`src/rtl/cpu_ctrl.sv`:
```
// Multi-cycle control unit: fetch, decode and execute sequencing for a
// small accumulator CPU, with a decoded-instruction counter.
module cpu_ctrl (
    input  logic       clk,
    input  logic       rst_n,
    input  logic       start,
    input  logic       mova,
    input  logic       movb,
    input  logic       movc,
    input  logic       add,
    input  logic       sub,
    input  logic       and1,
    input  logic       not1,
    input  logic       rsr,
    input  logic       rsl,
    input  logic       jmp,
    input  logic       jz,
    input  logic       jc,
    input  logic       in1,
    input  logic       out1,
    input  logic       nop,
    input  logic       halt,
    input  logic       zf,
    input  logic       cf,
    input  logic       mem_rdy,
    output logic       dec_en,
    output logic       ir_ld,
    output logic       pc_inc,
    output logic       pc_ld,
    output logic       mem_rd,
    output logic       mem_wr,
    output logic       reg_we,
    output logic       flag_we,
    output logic [1:0] src_sel,
    output logic [2:0] alu_op,
    output logic       in_rd,
    output logic       out_we,
    output logic       halted,
    output logic [7:0] icount
);

    typedef enum logic [2:0] {
        S_IDLE, S_FETCH, S_DECODE, S_EXEC, S_HALT
    } state_t;

    typedef enum logic [4:0] {
        O_NOP, O_MOVA, O_MOVB, O_MOVC, O_ADD, O_SUB, O_AND, O_NOT,
        O_RSR, O_RSL, O_JMP, O_JZ, O_JC, O_JZC, O_IN, O_OUT, O_HALT
    } op_t;

    state_t state, nxt;
    op_t    op, dec_op;
    logic   taken;

    // Simultaneous lines resolve by fixed priority; jz+jc is its own op
    always_comb begin
        dec_op = O_NOP;
        priority case (1'b1)
            halt:       dec_op = O_HALT;
            jmp:        dec_op = O_JMP;
            (jz && jc): dec_op = O_JZC;
            jz:         dec_op = O_JZ;
            jc:         dec_op = O_JC;
            movc:       dec_op = O_MOVC;
            movb:       dec_op = O_MOVB;
            mova:       dec_op = O_MOVA;
            add:        dec_op = O_ADD;
            sub:        dec_op = O_SUB;
            and1:       dec_op = O_AND;
            not1:       dec_op = O_NOT;
            rsr:        dec_op = O_RSR;
            rsl:        dec_op = O_RSL;
            in1:        dec_op = O_IN;
            out1:       dec_op = O_OUT;
            nop:        dec_op = O_NOP;
            default:    dec_op = O_NOP;
        endcase
    end

    assign taken = (op == O_JMP)
                 | ((op == O_JZ)  & zf)
                 | ((op == O_JC)  & cf)
                 | ((op == O_JZC) & (zf | cf));

    always_ff @(posedge clk or negedge rst_n) begin
        if (!rst_n) begin
            state  <= S_IDLE;
            op     <= O_NOP;
            icount <= '0;
        end else begin
            state <= nxt;
            if (state == S_DECODE) begin
                op     <= dec_op;
                icount <= icount + 8'd1;
            end
        end
    end

    always_comb begin
        nxt     = state;
        dec_en  = 1'b0;
        ir_ld   = 1'b0;
        pc_inc  = 1'b0;
        pc_ld   = 1'b0;
        mem_rd  = 1'b0;
        mem_wr  = 1'b0;
        reg_we  = 1'b0;
        flag_we = 1'b0;
        src_sel = 2'b00;
        alu_op  = 3'b000;
        in_rd   = 1'b0;
        out_we  = 1'b0;
        halted  = 1'b0;
        unique case (state)
            S_IDLE: begin
                if (start) nxt = S_FETCH;
            end
            S_FETCH: begin
                mem_rd = 1'b1;
                if (mem_rdy) begin
                    ir_ld  = 1'b1;
                    pc_inc = 1'b1;
                    nxt    = S_DECODE;
                end
            end
            S_DECODE: begin
                dec_en = 1'b1;
                unique case (dec_op)
                    O_HALT:  nxt = S_HALT;
                    O_NOP:   nxt = S_FETCH;
                    default: nxt = S_EXEC;
                endcase
            end
            S_EXEC: begin
                nxt = S_FETCH;
                unique case (op)
                    O_MOVA: reg_we = 1'b1;
                    O_ADD, O_SUB, O_AND, O_NOT, O_RSR, O_RSL: begin
                        reg_we  = 1'b1;
                        flag_we = 1'b1;
                        unique case (op)
                            O_ADD:   alu_op = 3'b001;
                            O_SUB:   alu_op = 3'b010;
                            O_AND:   alu_op = 3'b011;
                            O_NOT:   alu_op = 3'b100;
                            O_RSR:   alu_op = 3'b101;
                            O_RSL:   alu_op = 3'b110;
                            default: alu_op = 3'b000;
                        endcase
                    end
                    O_MOVC: begin
                        mem_rd = 1'b1;
                        if (mem_rdy) begin
                            reg_we  = 1'b1;
                            src_sel = 2'b01;
                        end else begin
                            nxt = S_EXEC;
                        end
                    end
                    O_MOVB: begin
                        mem_wr = 1'b1;
                        if (!mem_rdy) nxt = S_EXEC;
                    end
                    // Operand byte at PC: load it as target, or skip it
                    O_JMP, O_JZ, O_JC, O_JZC: begin
                        mem_rd = 1'b1;
                        if (mem_rdy) begin
                            pc_ld  = taken;
                            pc_inc = ~taken;
                        end else begin
                            nxt = S_EXEC;
                        end
                    end
                    O_IN: begin
                        in_rd   = 1'b1;
                        reg_we  = 1'b1;
                        src_sel = 2'b10;
                    end
                    O_OUT:   out_we = 1'b1;
                    default: ;
                endcase
            end
            S_HALT: halted = 1'b1;
            default: nxt = S_IDLE;
        endcase
    end

endmodule

```
`config.mk`:
```
export PLATFORM = sky130hd
export DESIGN_NAME = cpu_ctrl
export DESIGN_NICKNAME = d
export VERILOG_FILES = /design/src/rtl/cpu_ctrl.sv
export SDC_FILE = /design/constraint.sdc
export NUM_CORES = 1
export LEC_CHECK = 0
export BUFFER_PORTS_ARGS = -buffer_cell sky130_fd_sc_hd__buf_2
export CORE_ASPECT_RATIO = 1.75
export CORE_MARGIN = 1.5
export CORE_UTILIZATION = 46
export DETAILED_ROUTE_END_ITERATION = 8
export GPL_TIMING_DRIVEN = 0
export PLACE_DENSITY = 0.81
export SLEW_MARGIN = 20
export SYNTH_ARGS = -nofsm -noshare
export SYNTH_HDL_FRONTEND = slang
export SYNTH_SLANG_ARGS = --single-unit
```
`constraint.sdc`:
```
create_clock -name clk -period 3.2 [get_ports clk]
set_clock_uncertainty 0.2 [all_clocks]
set_input_delay 0.32 -clock clk [delete_from_list [all_inputs] [get_ports clk]]
set_output_delay 0.32 -clock clk [all_outputs]
set_load 0.005 [all_outputs]
```
==> metrics.md <==
| Metric | Value |
|---|---|
| Status | finished clean |
| Synth Warn # | 0 |
| Gate Count Post-Synth | 139 |
| Gp weighted congestion | 0.7500 |
| Rows | 23 |
| Vias per cell | 5.690 |
| Cell taking the most area after synthesis | dfrtp_1 |
| Setup Total Neg Slack | 0 ns |
| Power Density | 731.2 nW/um2 |
| Die width | 40.51 um |
| Count of cell types in the netlist | 39 |
| Tcrit/Tclk final | 72.81% |
| Slew Viols, Final | 0 |
| DIE AREA | 2780 um2 |
| Sequential-to-total area share from yosys stat | 35.36% |
| DRC | 0 |
| Post-synth EDFFs | 0 |
| # resized after CTS | 0 |
| Post-synthesis net count | 162 |
| Worst Hold Launch | jmp |
| DR iter-0 viols | 30 |
| Initial Util | 49.18% |
| Flop pwr share | 32.4% |
| Total Power | 1.059 mW |
| Vias | 1212 |
| Top cells by count, synth | 19 x nor2_1, 16 x dfrtp_1, 14 x nand2_1, 7 x a21oi_1, 7 x xnor2_1 |
| Internal power | 0.6196 mW |
| Number of port buffers | 44 |
| First-pass GRT wire length | 4146 um |
| Setup bufs post-CTS | 0 |
| CTS tree | yes |
| Comb pwr share | 51.3% |
| Max stage delay on crit path | 0.57 ns |
| Clock Pin Slew Worst Setup and Hold Paths | 0.06 ns |
| Switch share | 41.51% |
| Final WL | 2720 um |
| Num CTS Buffers | 3 |
| Initial antenna violation count | 0 |
| Core footprint | 2302 um2 |
| Crit Path Category | flop to primary output |
| Ratio of cells with drive above 1 in the final layout | 28.19% |
| Origin of the worst setup path | state[0] |
| Number of max-cap violations | 0 |
| CP Launch Type | flop |
| Detail Route Antenna Nets | 0 |
| Vias in the first global route | 1020 |
| Most common cell in the netlist | nor2_1 |
| CTS root buf | clkbuf_8 |
| Crit path arrival time | 1.81 ns |
| Wire per inst | 12.77 um |
| Clk pwr share | 16.3% |
| Leakage | 0.6974 nW |
| Drt first pass iters | 4 |
| Syn avg cell area | 8.146 um2 |
| Worst Setup End Kind | primary output |
| Post-DP HPWL | 2196 um |
| Slew HR | 52.36% |
| WP data required | 2.68 ns |
| RSZ-0062 raised after global routing | false |
| CP delay by family, top | simple AND/OR/NAND/NOR gates |
| Worst IR drop on VDD | 0.0004327 V |
| Post-synthesis sequential element count | 16 |
| Net count, final | 212 |
| Switch Pwr | 0.4398 mW |
| GRT overflow | 0 |
| Synth top area share | 35.36% |
| Clock Sinks | 16 |
| Clock Latency Late Sink | 0.24 ns |
| Post-route cell area | 1449 um2 |
| FFs w/ async S/R, synth | 100.0% |
| Largest net degree at the start of global routing | 17 |
| Reg2reg start | op[3] |
| Worst path cell trace | clkbuf_1 > or4b_1 > nor2_1 > nor2b_1 > buf_2 |
| H-tree levels | 1 |
| Number of placed I/O pins | 46 |
| Final hold violation count | 0 |
| Synth area leaders | dfrtp_1 35%, nor2_1 6.3%, xnor2_1 5.4% |
| Actual slew at the worst max-slew pin | 0.6965 ns |
| GRT Total Usage | 21.43% |
| Tightest Hold Check Type | input pin to flop |
| Cts-stage hold buffer count | 1 |
| Worst-path fanout max | 8 |
| Chip Height | 68.64 um |
| Setup-failing EPs final | 0 |
| Prevailing post-synth register cell | dfrtp_1 |
| CTS Buffer Depth | 2 |
| Buf/Inv on CP | 2 |
| Worst path slowest cell | or4b_1 |
| Antenna Cells | 0 |
| Area of the mapped netlist | 1132 um2 |
| FMAX | 429.2 MHz |
| Final core area utilization | 62.93% |
| Post-DP Area | 1384 um2 |
| Layout overhead on the synthesized area | 27.96% |
| Tmin final | 2.330 ns |
final cells by class:
type,count,area [um2]
inverter,6,27.53
fill,211,853.3
buffer,7,33.78
sequential,16,400.4
clock buffer,4,55.05
multi-input combinational,110,670.6
timing repair buffer,45,230.2
tap,25,31.28
sequential cells by signal, summed over array words and instances (netlist names):
register / count
icount: 8
op: 5
state: 3
kinds of logic (layout without fill, tap and decap cells):
family                   after synthesis  in the layout  synth area share, %
buffers and inverters                 13             62                5.414
AO/OA/AOI/OAI                         32             32                19.34
AND/OR/NAND/NOR                       69             69                32.49
multiplexers                           1              1               0.8840
flip-flops                            16             16                35.36
adder cells (fa/ha/maj)                1              1                1.105
XOR/XNOR                               7              7                5.414
through the flow:
stage / hold WS, ns / instances / setup slack [ns]
2_1_floorplan: -0.1756 / 139 / 1.313
3_3_place_gp: 0.04255 / 208 / 1.166
3_5_place_dp: 0.04763 / 208 / 1.099
4_1_cts: 0.1032 / 213 / 0.8421
5_1_grt: 0.1161 / 213 / 0.6727
6_report: 0.1051 / 213 / 0.8702
metal layers:
layer / share of wire (%) / vias to the layer above / global-route usage, %
met2: 56 / 42 / 41.27
met1: 37 / 561 / 20.17
met5: 0 / - / 0
met3: 4.3 / 6 / 0.9615
li1: - / 603 / -
met4: 2.2 / 0 / 12.50
worst register-to-register path: stages, from the launching register on:
cell and delay (ns):
dfrtp_1 0.36, clkbuf_1 0.35, nand2_1 0.21, o21ai_0 0.23, a31oi_1 0.12, a211o_1 0.28
o211ai_1 0.09
final timing paths:
| check | endpoint | slack, ns | cells after the start |
|---|---|---|---|
| min in group asynchronous | icount[6] | 0.31 | 2 |
| hold reg to reg | icount[7] | 0.27 | 1 |
| setup reg to reg | state[1] | 1.27 | 6 |
| setup / recovery | alu_op[0] | 0.87 | 5 |
| hold / removal | op[2] | 0.11 | 2 |
| max in group asynchronous | op[4] | 2.23 | 2 |
placed cells by master (no fill, tap or decap), drive strengths merged, types with 4 or more instances in the layout:
cell	n
nand2	14
o31ai	4
dfrtp	16
nor2b	6
inv	5
xnor2	7
buf	45
clkbuf	10
nor2	19
a21oi	7
nand2b	5
nand3	5
nor3	5
power by group through the flow:
stage / logic [mW] / registers (mW) / clock network [mW]
2_1_floorplan: 0.387 / 0.336 / 0
3_3_place_gp: 0.522 / 0.341 / 0
3_5_place_dp: 0.541 / 0.345 / 0
4_1_cts: 0.544 / 0.343 / 0.178
5_1_grt: 0.609 / 0.358 / 0.183
6_report: 0.543 / 0.343 / 0.172
Power figures use the tool's default switching activity.
